$ cat config.mk
export PLATFORM = sky130hd
export DESIGN_NAME = pipe_ctrl_flat
export DESIGN_NICKNAME = d
export VERILOG_FILES = /design/src/rtl/pipe_ctrl_if.sv /design/src/rtl/pipe_ctrl.sv /design/src/flat_wrapper.sv
export SDC_FILE = /design/constraint.sdc
export NUM_CORES = 1
export LEC_CHECK = 0
export CORE_MARGIN = 2
export CORE_UTILIZATION = 41
export DETAILED_ROUTE_END_ITERATION = 10
export MAX_ROUTING_LAYER = met4
export PLACE_DENSITY = 0.71
export SLEW_MARGIN = 25
export SYNTH_ARGS = -nofsm -noshare
export SYNTH_HDL_FRONTEND = slang
export SYNTH_SLANG_ARGS = --single-unit
$ cat constraint.sdc
create_clock -name clock -period 1.8 [get_ports clock]
set_input_delay 0.36 -clock clock [delete_from_list [all_inputs] [get_ports clock]]
set_output_delay 0.36 -clock clock [all_outputs]
set_load 0.02 [all_outputs]
$ cat src/rtl/pipe_ctrl_if.sv
// pipe_ctrl_if: handshake and status bundle for the pipeline controller.
//   in_valid/in_ready    : upstream offer / accept
//   out_valid/out_ready  : last-stage item / downstream take
//   flush                : discard all in-flight items
//   stage_en             : per-stage datapath load enables (bit 0 = input stage)
//   stage_valid          : per-stage valid bits
//   occupancy            : number of valid stages
//   stall_cnt            : saturating count of output stall cycles
// master = environment side (drives in_valid/out_ready/flush), slave = controller.
interface pipe_ctrl_if #(
  parameter int STAGES = 3,
  parameter int CW     = $clog2(STAGES + 1)
);
  logic              in_valid;
  logic              in_ready;
  logic              out_valid;
  logic              out_ready;
  logic              flush;
  logic [STAGES-1:0] stage_en;
  logic [STAGES-1:0] stage_valid;
  logic [CW-1:0]     occupancy;
  logic [15:0]       stall_cnt;

  modport master (
    output in_valid, out_ready, flush,
    input  in_ready, out_valid, stage_en, stage_valid, occupancy, stall_cnt
  );

  modport slave (
    input  in_valid, out_ready, flush,
    output in_ready, out_valid, stage_en, stage_valid, occupancy, stall_cnt
  );
endinterface

$ cat src/rtl/pipe_ctrl.sv
// pipe_ctrl: valid/enable controller for a STAGES-deep pipeline with bubble
// collapsing, flush, occupancy tracking and a saturating output-stall counter.
// Ports:
//   clock : single clock, all state on posedge
//   reset : synchronous active-high reset (overrides flush and handshakes)
//   bus   : pipe_ctrl_if slave modport (handshakes, flush, enables, status)
module pipe_ctrl #(
  parameter int STAGES = 3,
  parameter int CW     = $clog2(STAGES + 1)
) (
  input  logic       clock,
  input  logic       reset,
  pipe_ctrl_if.slave bus
);

  logic [STAGES-1:0] v_q, v_d;
  logic [CW-1:0]     occ_q, occ_d;
  logic [15:0]       stall_q, stall_d;

  logic              block;
  logic [STAGES-1:0] bub;
  logic [STAGES-1:0] sfx;
  logic [STAGES-1:0] en;
  logic [STAGES-1:0] shifted;

  // Enable chain en[k] = !v[k] | en[k+1] unrolled: a stage loads when
  // downstream is taking, or when any stage at or after it holds a bubble.
  always_comb begin
    block = reset | bus.flush;
    bub   = ~v_q;
    sfx   = bub;
    for (int unsigned i = 1; i < STAGES; i++) begin
      sfx = sfx | (bub >> i);
    end
    en = '0;
    if (!block) begin
      en = sfx | {STAGES{bus.out_ready}};
    end
  end

  always_comb begin
    shifted = {v_q[STAGES-2:0], bus.in_valid};
    v_d     = (en & shifted) | (~en & v_q);
    if (block) begin
      v_d = '0;
    end
    occ_d = CW'($countones(v_d));
  end

  always_comb begin
    bus.in_ready    = en[0];
    bus.out_valid   = !block && v_q[STAGES-1];
    bus.stage_en    = en;
    bus.stage_valid = v_q;
    bus.occupancy   = occ_q;
    bus.stall_cnt   = stall_q;
  end

  always_comb begin
    stall_d = stall_q;
    if (bus.out_valid && !bus.out_ready && (stall_q != '1)) begin
      stall_d = stall_q + 16'd1;
    end
  end

  always_ff @(posedge clock) begin
    if (reset) begin
      v_q     <= '0;
      occ_q   <= '0;
      stall_q <= '0;
    end else begin
      v_q     <= v_d;
      occ_q   <= occ_d;
      stall_q <= stall_d;
    end
  end

endmodule

$ cat src/flat_wrapper.sv
// flat-port wrapper written by rule: the top's interface ports become plain ports
module pipe_ctrl_flat 
#(
  parameter int STAGES = 3,
  parameter int CW     = $clog2(STAGES + 1)
)
  (clock, reset, bus_in_valid, bus_out_ready, bus_flush, bus_in_ready, bus_out_valid, bus_stage_en, bus_stage_valid, bus_occupancy, bus_stall_cnt);
  pipe_ctrl_if #(.STAGES(STAGES), .CW(CW)) bus_i ();
  input  logic clock;
  input  logic reset;
  input wire logic [$bits(bus_i.in_valid)-1:0] bus_in_valid;
  input wire logic [$bits(bus_i.out_ready)-1:0] bus_out_ready;
  input wire logic [$bits(bus_i.flush)-1:0] bus_flush;
  output wire logic [$bits(bus_i.in_ready)-1:0] bus_in_ready;
  output wire logic [$bits(bus_i.out_valid)-1:0] bus_out_valid;
  output wire logic [$bits(bus_i.stage_en)-1:0] bus_stage_en;
  output wire logic [$bits(bus_i.stage_valid)-1:0] bus_stage_valid;
  output wire logic [$bits(bus_i.occupancy)-1:0] bus_occupancy;
  output wire logic [$bits(bus_i.stall_cnt)-1:0] bus_stall_cnt;
  assign bus_i.in_valid = bus_in_valid;
  assign bus_i.out_ready = bus_out_ready;
  assign bus_i.flush = bus_flush;
  assign bus_in_ready = bus_i.in_ready;
  assign bus_out_valid = bus_i.out_valid;
  assign bus_stage_en = bus_i.stage_en;
  assign bus_stage_valid = bus_i.stage_valid;
  assign bus_occupancy = bus_i.occupancy;
  assign bus_stall_cnt = bus_i.stall_cnt;
  pipe_ctrl #(.STAGES(STAGES), .CW(CW)) u_core (.clock(clock), .reset(reset), .bus(bus_i));
endmodule
; After elaboration in Yosys (flattened, before gate mapping)
; Index checks and enable logic that the tools add are counted.
[word_totals]
mem_count = 0
out_inout_bits = 26
ram_bits = 0
mem_bits_ro = 0
latch_bits = 0
ff_bits = 21
[classes]
mul = 0
add_sub_neg = 3
bitwise = 9
n_eq_ne = 1
shift = 0
n_div = 0
reduce_logical = 5
muxes = 2
magnitude_cmp = 0
[ops]
columns = operator, n
row1 = $add 16x1->16 const B, 1
row2 = $ne 16x16->1 const B, 1
row3 = $and 3x3->3, 2
row4 = $mux 3, 2
row5 = $not 3->3, 2
row6 = $or 3x3->3, 2
row7 = $logic_and 1x1->1, 3
row8 = $or 3x1->3, 1
row9 = $or 3x2->3, 1
row10 = $add 1x1->2, 1
row11 = $add 2x1->2, 1
row12 = $logic_not 1->1, 2
row13 = $or 1x1->1, 1

; Longest topological paths before layout
; Gate-level depths: netlist of the first run.
[logic_depth]
depth_word = 11
depth_mapped = 6

; Worst setup path after synthesis of the first run
; OpenSTA, ideal clock, no wires.
[synth_path]
path_type = flip-flop to flip-flop
from = register u_core.stall_q[0] (netlist: u_core.bus.stall_cnt[0])
to = register u_core.stall_q[13] (netlist: u_core.bus.stall_cnt[13])
n_path_buf = 0
period_less_slack_ns = 1.906
path_slack_ns = -0.106
t_arrival_ns = 1.774
path_stages_with_launch = 6
cell_sequence = dfxtp_1 > ha_1 > nand3_1 > nor4_1 > or4_1 > a21oi_1
[synth_via]
elab_chain_len = 2
word_cells_on_any_way = 3
[synth_rtl]
columns = item, line
row1 = from (decl), pipe_ctrl.sv:18  ; logic [15:0] stall_q, stall_d;
row2 = from (signal assigned), pipe_ctrl.sv:74  ; stall_q <= stall_d;
row3 = "parallel branches: the longest is 2 deep, another holds $add 16x1->16", -
; Parallel ways; which one is timed is not known.
; A chain may end at the register's enable or synchronous reset.

; Worst setup path after layout of the first run
[layout_path]
from = register u_core.stall_q[3] (netlist: u_core.bus.stall_cnt[3])
to = output port bus_stall_cnt[3]
[layout_lines]
columns = item, line
row1 = to (decl), flat_wrapper.sv:19  ; output wire logic [$bits(bus_i.stall_cnt)-1:0] bus_stall_cnt;
; No word-level cell between the ends.

==> impl_metrics.tcl, run 1 <==
set metrics [dict create \
    syn2layout_area_growth_pct 67.3 \
    yosys.area.top_type_share_pct 40.7 \
    drt_pre_antenna_iters 4 \
    dp_hpwl_um 2200 \
    grt_pass1_vias 1094 \
    critPathArrivalTime_ps 1400 \
    worstMarginPinSlew_ps 493 \
    power_frac_comb_pct 9.0 \
    yosys_warnings 0 \
    cellLeakagePower_nw 0.819 \
    worstSetupEndpointType "primary output" \
    portBuffers 30 \
    ir_drop_v 0.000449 \
    async_flop_share_pct 0 \
    antenna_found_initial 0 \
    hold_viol_final 0 \
    syn_nets 127 \
    fp.dieH_um 54.2 \
    postSynthRegisterBits 21 \
    drv_cap 0 \
    postRouteAntennaNets 0 \
    cp_slowest_cell "clkdlybuf4s50_1" \
    ctsHoldBuffers 0 \
    num_vias 1149 \
    fin_setup_tns_ps 0 \
    switchingPower_w 0.000182 \
    crit_type "reg2out" \
    crit_fanout 5 \
    setup_viol 0 \
    switching_share_pct 23.7 \
    finalWorstPathRequiredPeriod_ps 1760 \
    grt_max_degree 13 \
    crit_path_max_incr_delay_ps 600 \
    power_density_mw_per_mm2 445 \
    wl_per_cell_um 14.1 \
    final_cell_mix "buf_4, dfxtp_1, nor2_1, clkdlybuf4s50_1, a21oi_1" \
    die_area_mm2 0.00294 \
    fin_worst_skew_ps 4.99 \
    hold-worst-slack_ps 497 \
    initial_core_util_pct 42.5 \
    track_usage_pct 23.7 \
    drc_errors 0 \
    clock_sinks 21 \
    clockBufferDepth 2 \
    drt-initial-drc-count 18 \
    layout_commonest_cell "buf_4" \
    finish.utilization_pct 71.1 \
    num_rows 18 \
    ios 31 \
    final_cell_area_mm2 0.00173 \
    slew_viol_final 0 \
    viasPerCell 5.37 \
    totalWireLength_um 3020 \
    worstPathRequired_ps 1440 \
    hp-class "in2reg" \
    core_area_mm2 0.00243 \
    place.gp.congestion 0.811 \
    slew_headroom_pct 67.0 \
    yosys.cell_types.count 35 \
    run_status "finished, final reports clean" \
    grt_pass1_wl_um 4870 \
    synth_edf_count 0 \
    synth.avg_cell_area_um2 8.61 \
    max_clock_freq_ghz 0.568 \
    grt_overflow 0 \
    ys.flop_type "dfxtp_1" \
    clkPwrFrac_pct 30.0 \
    syn_inst 120 \
    cts_buffers 3 \
    synth_area_mm2 0.00103 \
    start_kind "flop" \
    insertion_delay_ps 310 \
    nNetsFinal 192 \
    synth_seq_area_share_pct 40.7 \
    dpl_cell_area_mm2 0.00161 \
    power.share.sequential_pct 61.0 \
    yosysTopAreaCell "dfxtp_1" \
    rsz0062_at_grt "true" \
    internal_power_w 0.000586 \
    drive_above_1_share_pct 32.1 \
    clkTransAtPathRegs_ps 120 \
    synth_area_leaders "dfxtp_1, a21oi_1, nor2_1" \
    period_share_pct 97.8 \
    root_buffer "clkbuf_4" \
    crit_chain "buf_4 > clkdlybuf4s50_1" \
    die_w_um 54.2 \
    n_antenna_cell 0 \
    h-tree-depth 1 \
    cts_tree "yes" \
    finalPower_w 0.000769 \
]
-- worst max-delay path, delay by kind of cell, from the launching register on --
family | cells | cell delay, ps
flops | 1 | 360
buf+inv | 2 | 740
-- timing repair --
item,CTS,global route
pin swaps,3,3
endpoints found under the setup margin,18,19
buffers inserted,2,0
gates cloned,1,0
resized for setup,28,17
-- area by class of cell --
| cell class | count | area, µm² |
|---|---|---|
| multi-input cells | 93 | 638 |
| fillers | 221 | 703 |
| repair buffers | 65 | 598 |
| flip-flops and latches | 21 | 424 |
| inverters | 1 | 3.75 |
| well taps | 30 | 37.5 |
| clock inverters | 1 | 5.00 |
| clock buffers | 3 | 22.5 |
-- routing by layer --
metal	track usage, %	vias to the layer above	part of all wire [%]	wire, µm
li1	-	579	-	-
met2	40.0	24	52	1570
met5	-	-	0	0
met1	28.4	542	43	1300
met3	2.50	4	3.1	95
met4	10.0	0	1.7	52
-- path summary, 6_finish.rpt --
check | from | to | slack [ps] | cells after the start
setup reg to reg | u_core.bus.stall_cnt[7]$_SDFFE_PP0P_ | u_core.bus.stall_cnt[1]$_SDFFE_PP0P_ | 70 | 5
hold reg to reg | u_core.bus.stage_valid[0]$_SDFF_PP0_ | u_core.bus.stage_valid[1]$_SDFF_PP0_ | 580 | 2
setup / recovery | u_core.bus.stall_cnt[3]$_SDFFE_PP0P_ | bus_stall_cnt[3] | 40 | 2
hold / removal | bus_flush | u_core.bus.stage_valid[2]$_SDFF_PP0_ | 500 | 3
-- cells in the mapped netlist, drive strengths merged (2+ instances only) --
master	n
nand2	5
or4	3
a31oi	2
nand3	6
clkbuf	3
nor2	14
o31ai	4
nor2b	3
o21ai	8
nand4	6
nor4b	2
nor3	2
dfxtp	21
or2	2
and4	3
buf	2
a21oi	13
or3	7
-- metrics by stage --
stage,cells,setup WS (ps)
6_report,214,40.0
5_1_grt,214,-29.1
4_1_cts,214,12.2
3_5_place_dp,207,-523
3_3_place_gp,207,-474
2_1_floorplan,120,22.6
-- power groups by stage --
stage | registers [W] | logic, W | clock network, W
3_5_place_dp | 0.000479 | 0.0000627 | 0
6_report | 0.000469 | 0.0000695 | 0.000230
5_1_grt | 0.000470 | 0.0000753 | 0.000256
2_1_floorplan | 0.000482 | 0.0000256 | 0
3_3_place_gp | 0.000479 | 0.0000617 | 0
4_1_cts | 0.000469 | 0.0000691 | 0.000240
-- cell families (layout without fill, tap and decap cells) --
kind of cell               count (synthesis)  count (layout)  synth area share [%]
and+or+nand+nor                           57              57                  33.5
adders and majority gates                  2               2                  3.15
AOI/OAI and AO/OA                         32              32                  18.2
muxes                                      1               1                 0.969
xor gates and xnor gates                   1               1                 0.848
DFF                                       21              21                  40.7
buffers and inverters                      6              70                  2.66
-- sequential cells by signal, summed over array words and instances, names as in the netlist --
register                cells
u_core.bus.stall_cnt       16
u_core.bus.stage_valid      3
u_core.bus.occupancy        2
(Power assumes the default switching activity.)
==> run 2, diff against run 1 <==
- clock period: 1.8 -> 1.5 ns (I/O delays scaled with it)
==> run 2 against run 1 <==
The flow now finishes with violations (setup timing). Critical path type is now reg2reg. Highest routed layer unchanged. Total power grew 19%. Critical path depth grew 6. First-iteration DRC count grew 22%. Via count grew 14%. Design area grew 17%. Combinational power grew 30%. Critical endpoint is now u_core.bus.stall_cnt[4]$_SDFFE_PP0P_.
==> impl_metrics.tcl, run 2 (same netlist as run 1, synthesis figures left out) <==
set metrics [dict create \
    drt-initial-drc-count 22 \
    initial_core_util_pct 42.5 \
    power_density_mw_per_mm2 451 \
    ctsHoldBuffers 0 \
    num_vias 1309 \
    dpl_cell_area_mm2 0.00178 \
    period_share_pct 114 \
    largest_reg_flops 16 \
    place.gp.congestion 0.813 \
    portBuffers 30 \
    layout_commonest_cell "buf_4" \
    syn2layout_area_growth_pct 96.4 \
    nNetsFinal 209 \
    cts_buffers 3 \
    dp_hpwl_um 2410 \
    postRouteAntennaNets 0 \
    fin_worst_skew_ps 12.0 \
    final_cell_mix "buf_4, dlygate4sd2_1, buf_6" \
    run_status "complete, but fails checks" \
    crit_fanout 5 \
    clock_sinks 21 \
    worstMarginPinSlew_ps 390 \
    final_cell_area_mm2 0.00203 \
    drt_pre_antenna_iters 4 \
    root_buffer "clkbuf_4" \
    wl_per_cell_um 16.7 \
    critPathArrivalTime_ps 1960 \
    start_kind "flop" \
    finish.utilization_pct 83.4 \
    ios 31 \
    multi_input_area_um2 802 \
    grt_pass1_wl_um 5650 \
    insertion_delay_ps 310 \
    cts_tree "yes" \
    viasPerCell 5.67 \
    grt_overflow 0 \
    hp-class "reg2reg" \
    drive_above_1_share_pct 55.2 \
    num-fill-cells 145 \
    fin_ws_ps -209 \
    h-tree-depth 1 \
    rsz0062_at_grt "true" \
    drc_errors 0 \
    clkTransAtPathRegs_ps 120 \
    ir_drop_v 0.000660 \
    setup_viol 16 \
    grt_pass1_vias 1252 \
    core_area_mm2 0.00243 \
    fin_setup_tns_ps -2100 \
    worstSetupEndpointType "flop" \
    grt_max_degree 20 \
    die_area_mm2 0.00294 \
    drv_cap 0 \
    worstPathRequired_ps 1750 \
    ff_latch_area_um2 462 \
    crit_type "reg2reg" \
    totalWireLength_um 3860 \
    n_antenna_cell 0 \
    slew_viol_final 0 \
    clockBufferDepth 2 \
    violations "setup timing" \
    antenna_found_initial 0 \
    finalWorstPathRequiredPeriod_ps 1710 \
    fp.dieH_um 54.2 \
    max_clock_freq_ghz 0.585 \
    cellLeakagePower_nw 0.853 \
    hold_viol_final 0 \
    num_rows 18 \
    die_w_um 54.2 \
    slew_headroom_pct 73.9 \
    track_usage_pct 27.2 \
]
run 2: cell count changes in the layout (fill, tap and decap cells not counted), sizes merged:
cell           before  now
clkdlybuf4s15       1    2
clkinv              1    0
dlymetal6s2s        9    0
clkbuf              3    5
clkdlybuf4s50      13    1
bufbuf              1    0
buf                39   57
dlygate4sd2         2   21
run 2: critical path, stage by stage (launching register included):
cell     delay, ps
dfxtp_4        380
buf_6           90
nor4b_4        200
buf_6          160
buf_6          100
o41ai_4         90
buf_4          170
or3_1          340
a21oi_1        140
run 2: path summary, 6_finish.rpt:
| kind | from | to | slack [ps] | cells after the start |
|---|---|---|---|---|
| hold reg to reg | u_core.bus.stage_valid[0]$_SDFF_PP0_ | u_core.bus.stage_valid[1]$_SDFF_PP0_ | 600 | 2 |
| hold / removal | u_core.bus.stage_valid[0]$_SDFF_PP0_ | u_core.bus.stage_valid[1]$_SDFF_PP0_ | 600 | 2 |
| setup / recovery | u_core.bus.stage_valid[2]$_SDFF_PP0_ | u_core.bus.stall_cnt[4]$_SDFFE_PP0P_ | -210 | 8 |
| setup reg to reg | u_core.bus.stage_valid[2]$_SDFF_PP0_ | u_core.bus.stall_cnt[4]$_SDFFE_PP0P_ | -210 | 8 |
run 2: repair_timing:
item                                    4_1_cts  5_1_grt
endpoints found under the setup margin       43       25
cloned                                        0        0
gates resized for setup                      70       25
pin swaps                                    16       20
setup buffers                                 7        7
run 2: per-stage QoR:
stage / std cells / power (W) / hold WS [ps] / setup slack (ps)
finish: 231 / 0.000916 / 601 / -209
global route: 231 / 0.000954 / 658 / -284
CTS: 225 / 0.000914 / 616 / -201
detailed placement: 214 / 0.000649 / 603 / -664
global placement: 214 / 0.000646 / 591 / -642
floorplan: 120 / 0.000607 / 420 / -138
run 2: area by class of cell:
cell class / count / area share [%]
Multi-Input combinational cell: 93 / 39.5
Timing Repair Buffer: 82 / 34.3
Sequential cell: 21 / 22.7
Tap cell: 30 / 1.85
Clock buffer: 4 / 1.29
Inverter: 1 / 0.308
run 2: metal layers:
metal  routed length (µm)  vias up  global-route usage, %
met2                 2070       58                   46.6
met5                    0        -                      -
met1                 1610      630                   32.2
met4                   42        0                   9.17
met3                  147        7                   4.17
li1                     -      614                      -
run 2: power breakdown:
group | internal (W) | switching [W] | total (W)
registers | 0.000546 | 0.00000475 | 0.000551
clock network | 0.000104 | 0.000171 | 0.000275
logic | 0.0000408 | 0.0000498 | 0.0000905
total | 0.000691 | 0.000225 | 0.000916
==> run 3, diff against run 2 <==
- CORE_UTILIZATION: 41 -> 30
- PLACE_DENSITY: 0.71 -> 0.54
- SLEW_MARGIN: 25 -> default
==> run 3 against run 2 <==
The run still ends with setup timing left. Cell count up 8.2%. Sequential power about the same. Setup slack better by 45 ps. Sequential share of layout area down 0.44 points. Count of clock-buffer cells in the layout down 1. Largest cell class unchanged. Sequential cell count unchanged. Critical path type unchanged.
==> impl_metrics.tcl, run 3 (same netlist as run 1, synthesis figures left out) <==
set metrics [dict create \
    run_status "complete, but fails checks" \
    violations "setup timing" \
    root_buffer "clkbuf_4" \
    worstMarginPinSlew_ps 385 \
    cp_slowest_cell "or4_1" \
    ir_drop_v 0.000285 \
    route.met2.wl_um 1810 \
    dp_hpwl_um 2290 \
    drive_above_1_share_pct 56.9 \
    drv_cap 0 \
    num_vias 1239 \
    clockBufferDepth 2 \
    grt_pass1_wl_um 5520 \
    drt-initial-drc-count 55 \
    grt_overflow 0 \
    start_kind "flop" \
    ctsHoldBuffers 0 \
    dr_wl_met3_um 79 \
    maxUsedRoutingLayer "met4" \
    rsz0062_at_grt "true" \
    cp_common_cell "buf_4" \
    place.gp.congestion 0.824 \
    portBuffers 30 \
    clock_sinks 21 \
    totalWireLength_um 3320 \
    slew_viol_final 0 \
    layout_commonest_cell "buf_4" \
    n_antenna_cell 0 \
    power_density_mw_per_mm2 443 \
    h-tree-depth 1 \
    clkTransAtPathRegs_ps 130 \
    hold-worst-slack_ps 596 \
    fp.dieH_um 62.7 \
    setup_viol 15 \
    grt_max_degree 20 \
    multi_input_area_um2 795 \
    final_cell_mix "buf_4, dlygate4sd2_1, buf_6, dfxtp_2, a21oi_1" \
    worstPathRequired_ps 1730 \
    dp_slack_ps -663 \
    crit_path_max_incr_delay_ps 500 \
    insertion_delay_ps 310 \
    fin_worst_skew_ps 7.31 \
    viasPerCell 4.96 \
    hp-class "reg2reg" \
    crit_chain "nand4_1 > buf_4 > nor4_4 > buf_4 > or4_1 > a21oi_1" \
    die_area_mm2 0.00393 \
    drt_pre_antenna_iters 4 \
    antenna_found_initial 0 \
    period_share_pct 111 \
    wl_per_cell_um 13.3 \
    syn2layout_area_growth_pct 100 \
    hold_viol_final 0 \
    cts_tree "yes" \
    fin_ws_ps -164 \
    cts_buffers 3 \
    worstSetupEndpointType "flop" \
    initial_core_util_pct 31.2 \
    finalWorstPathRequiredPeriod_ps 1660 \
    critPathArrivalTime_ps 1900 \
    core_area_mm2 0.00331 \
    num-fill-cells 312 \
    postRouteAntennaNets 0 \
    nNetsFinal 212 \
    largest_reg_flops 16 \
    ios 31 \
    grt_pass1_vias 1228 \
    crit_fanout 6 \
    crit_type "reg2reg" \
    drc_errors 0 \
    max_clock_freq_ghz 0.601 \
    track_usage_pct 17.9 \
    ff_latch_area_um2 462 \
    cellLeakagePower_nw 0.860 \
    die_w_um 62.7 \
    num_rows 21 \
    slew_headroom_pct 74.3 \
    met1Wirelength_um 1410 \
]
run 3: routing by layer:
layer  global-route usage [%]  vias to the layer above
li1                         -                      624
met5                        -                        -
met2                     30.8                       19
met4                     6.11                        0
met1                     21.7                      594
met3                     2.34                        2
run 3: per-stage QoR:
stage	std cells	util [%]	total power, W	setup TNS [ps]	instance area (µm²)
2_1_floorplan	120	-	0.000607	-887	1180
3_3_place_gp	231	54.7	0.000648	-11470	1810
3_5_place_dp	231	54.7	0.000649	-12010	1810
4_1_cts	246	58.8	0.000920	-1100	1950
5_1_grt	250	62.5	0.000980	-2700	2070
6_report	250	62.5	0.000917	-1200	2070
run 3: cell type report:
| cell class | count | share of cell area (%) |
|---|---|---|
| clock buffer | 3 | 1.09 |
| inverter | 1 | 0.181 |
| tap | 46 | 2.78 |
| clock inverter | 1 | 0.242 |
| timing repair buffer | 85 | 35.0 |
| sequential | 21 | 22.3 |
| multi-input combinational | 93 | 38.4 |
run 3: timing repair:
item                       4_1_cts  5_1_grt
gates cloned                     0        0
gates resized for setup         70       27
pin swaps                       14       18
buffers inserted                11        5
setup endpoints to repair       43       26
run 3: path summary, 6_finish.rpt:
| check | cells past startpoint | start | slack, ps | endpoint |
|---|---|---|---|---|
| setup / recovery | 6 | u_core.bus.stall_cnt[9]$_SDFFE_PP0P_ | -160 | u_core.bus.stall_cnt[13]$_SDFFE_PP0P_ |
| hold / removal | 2 | u_core.bus.stage_valid[0]$_SDFF_PP0_ | 600 | u_core.bus.stage_valid[1]$_SDFF_PP0_ |
| setup reg to reg | 6 | u_core.bus.stall_cnt[9]$_SDFFE_PP0P_ | -160 | u_core.bus.stall_cnt[13]$_SDFFE_PP0P_ |
| hold reg to reg | 2 | u_core.bus.stage_valid[0]$_SDFF_PP0_ | 600 | u_core.bus.stage_valid[1]$_SDFF_PP0_ |
run 3: critical path, delay by kind of cell (launching register included):
| kind | cells | cell delay [ps] |
|---|---|---|
| buffers and inverters | 2 | 340 |
| flip-flops | 1 | 360 |
| AND/OR/NAND/NOR | 3 | 730 |
| AO/OA/AOI/OAI | 1 | 150 |
run 3: power by group:
part	switching, W	internal [W]	leakage, nW
logic	0.0000463	0.0000379	0.661
registers	0.00000412	0.000548	0.181
clock network	0.000181	0.0000994	0.0177
total	0.000232	0.000685	0.860
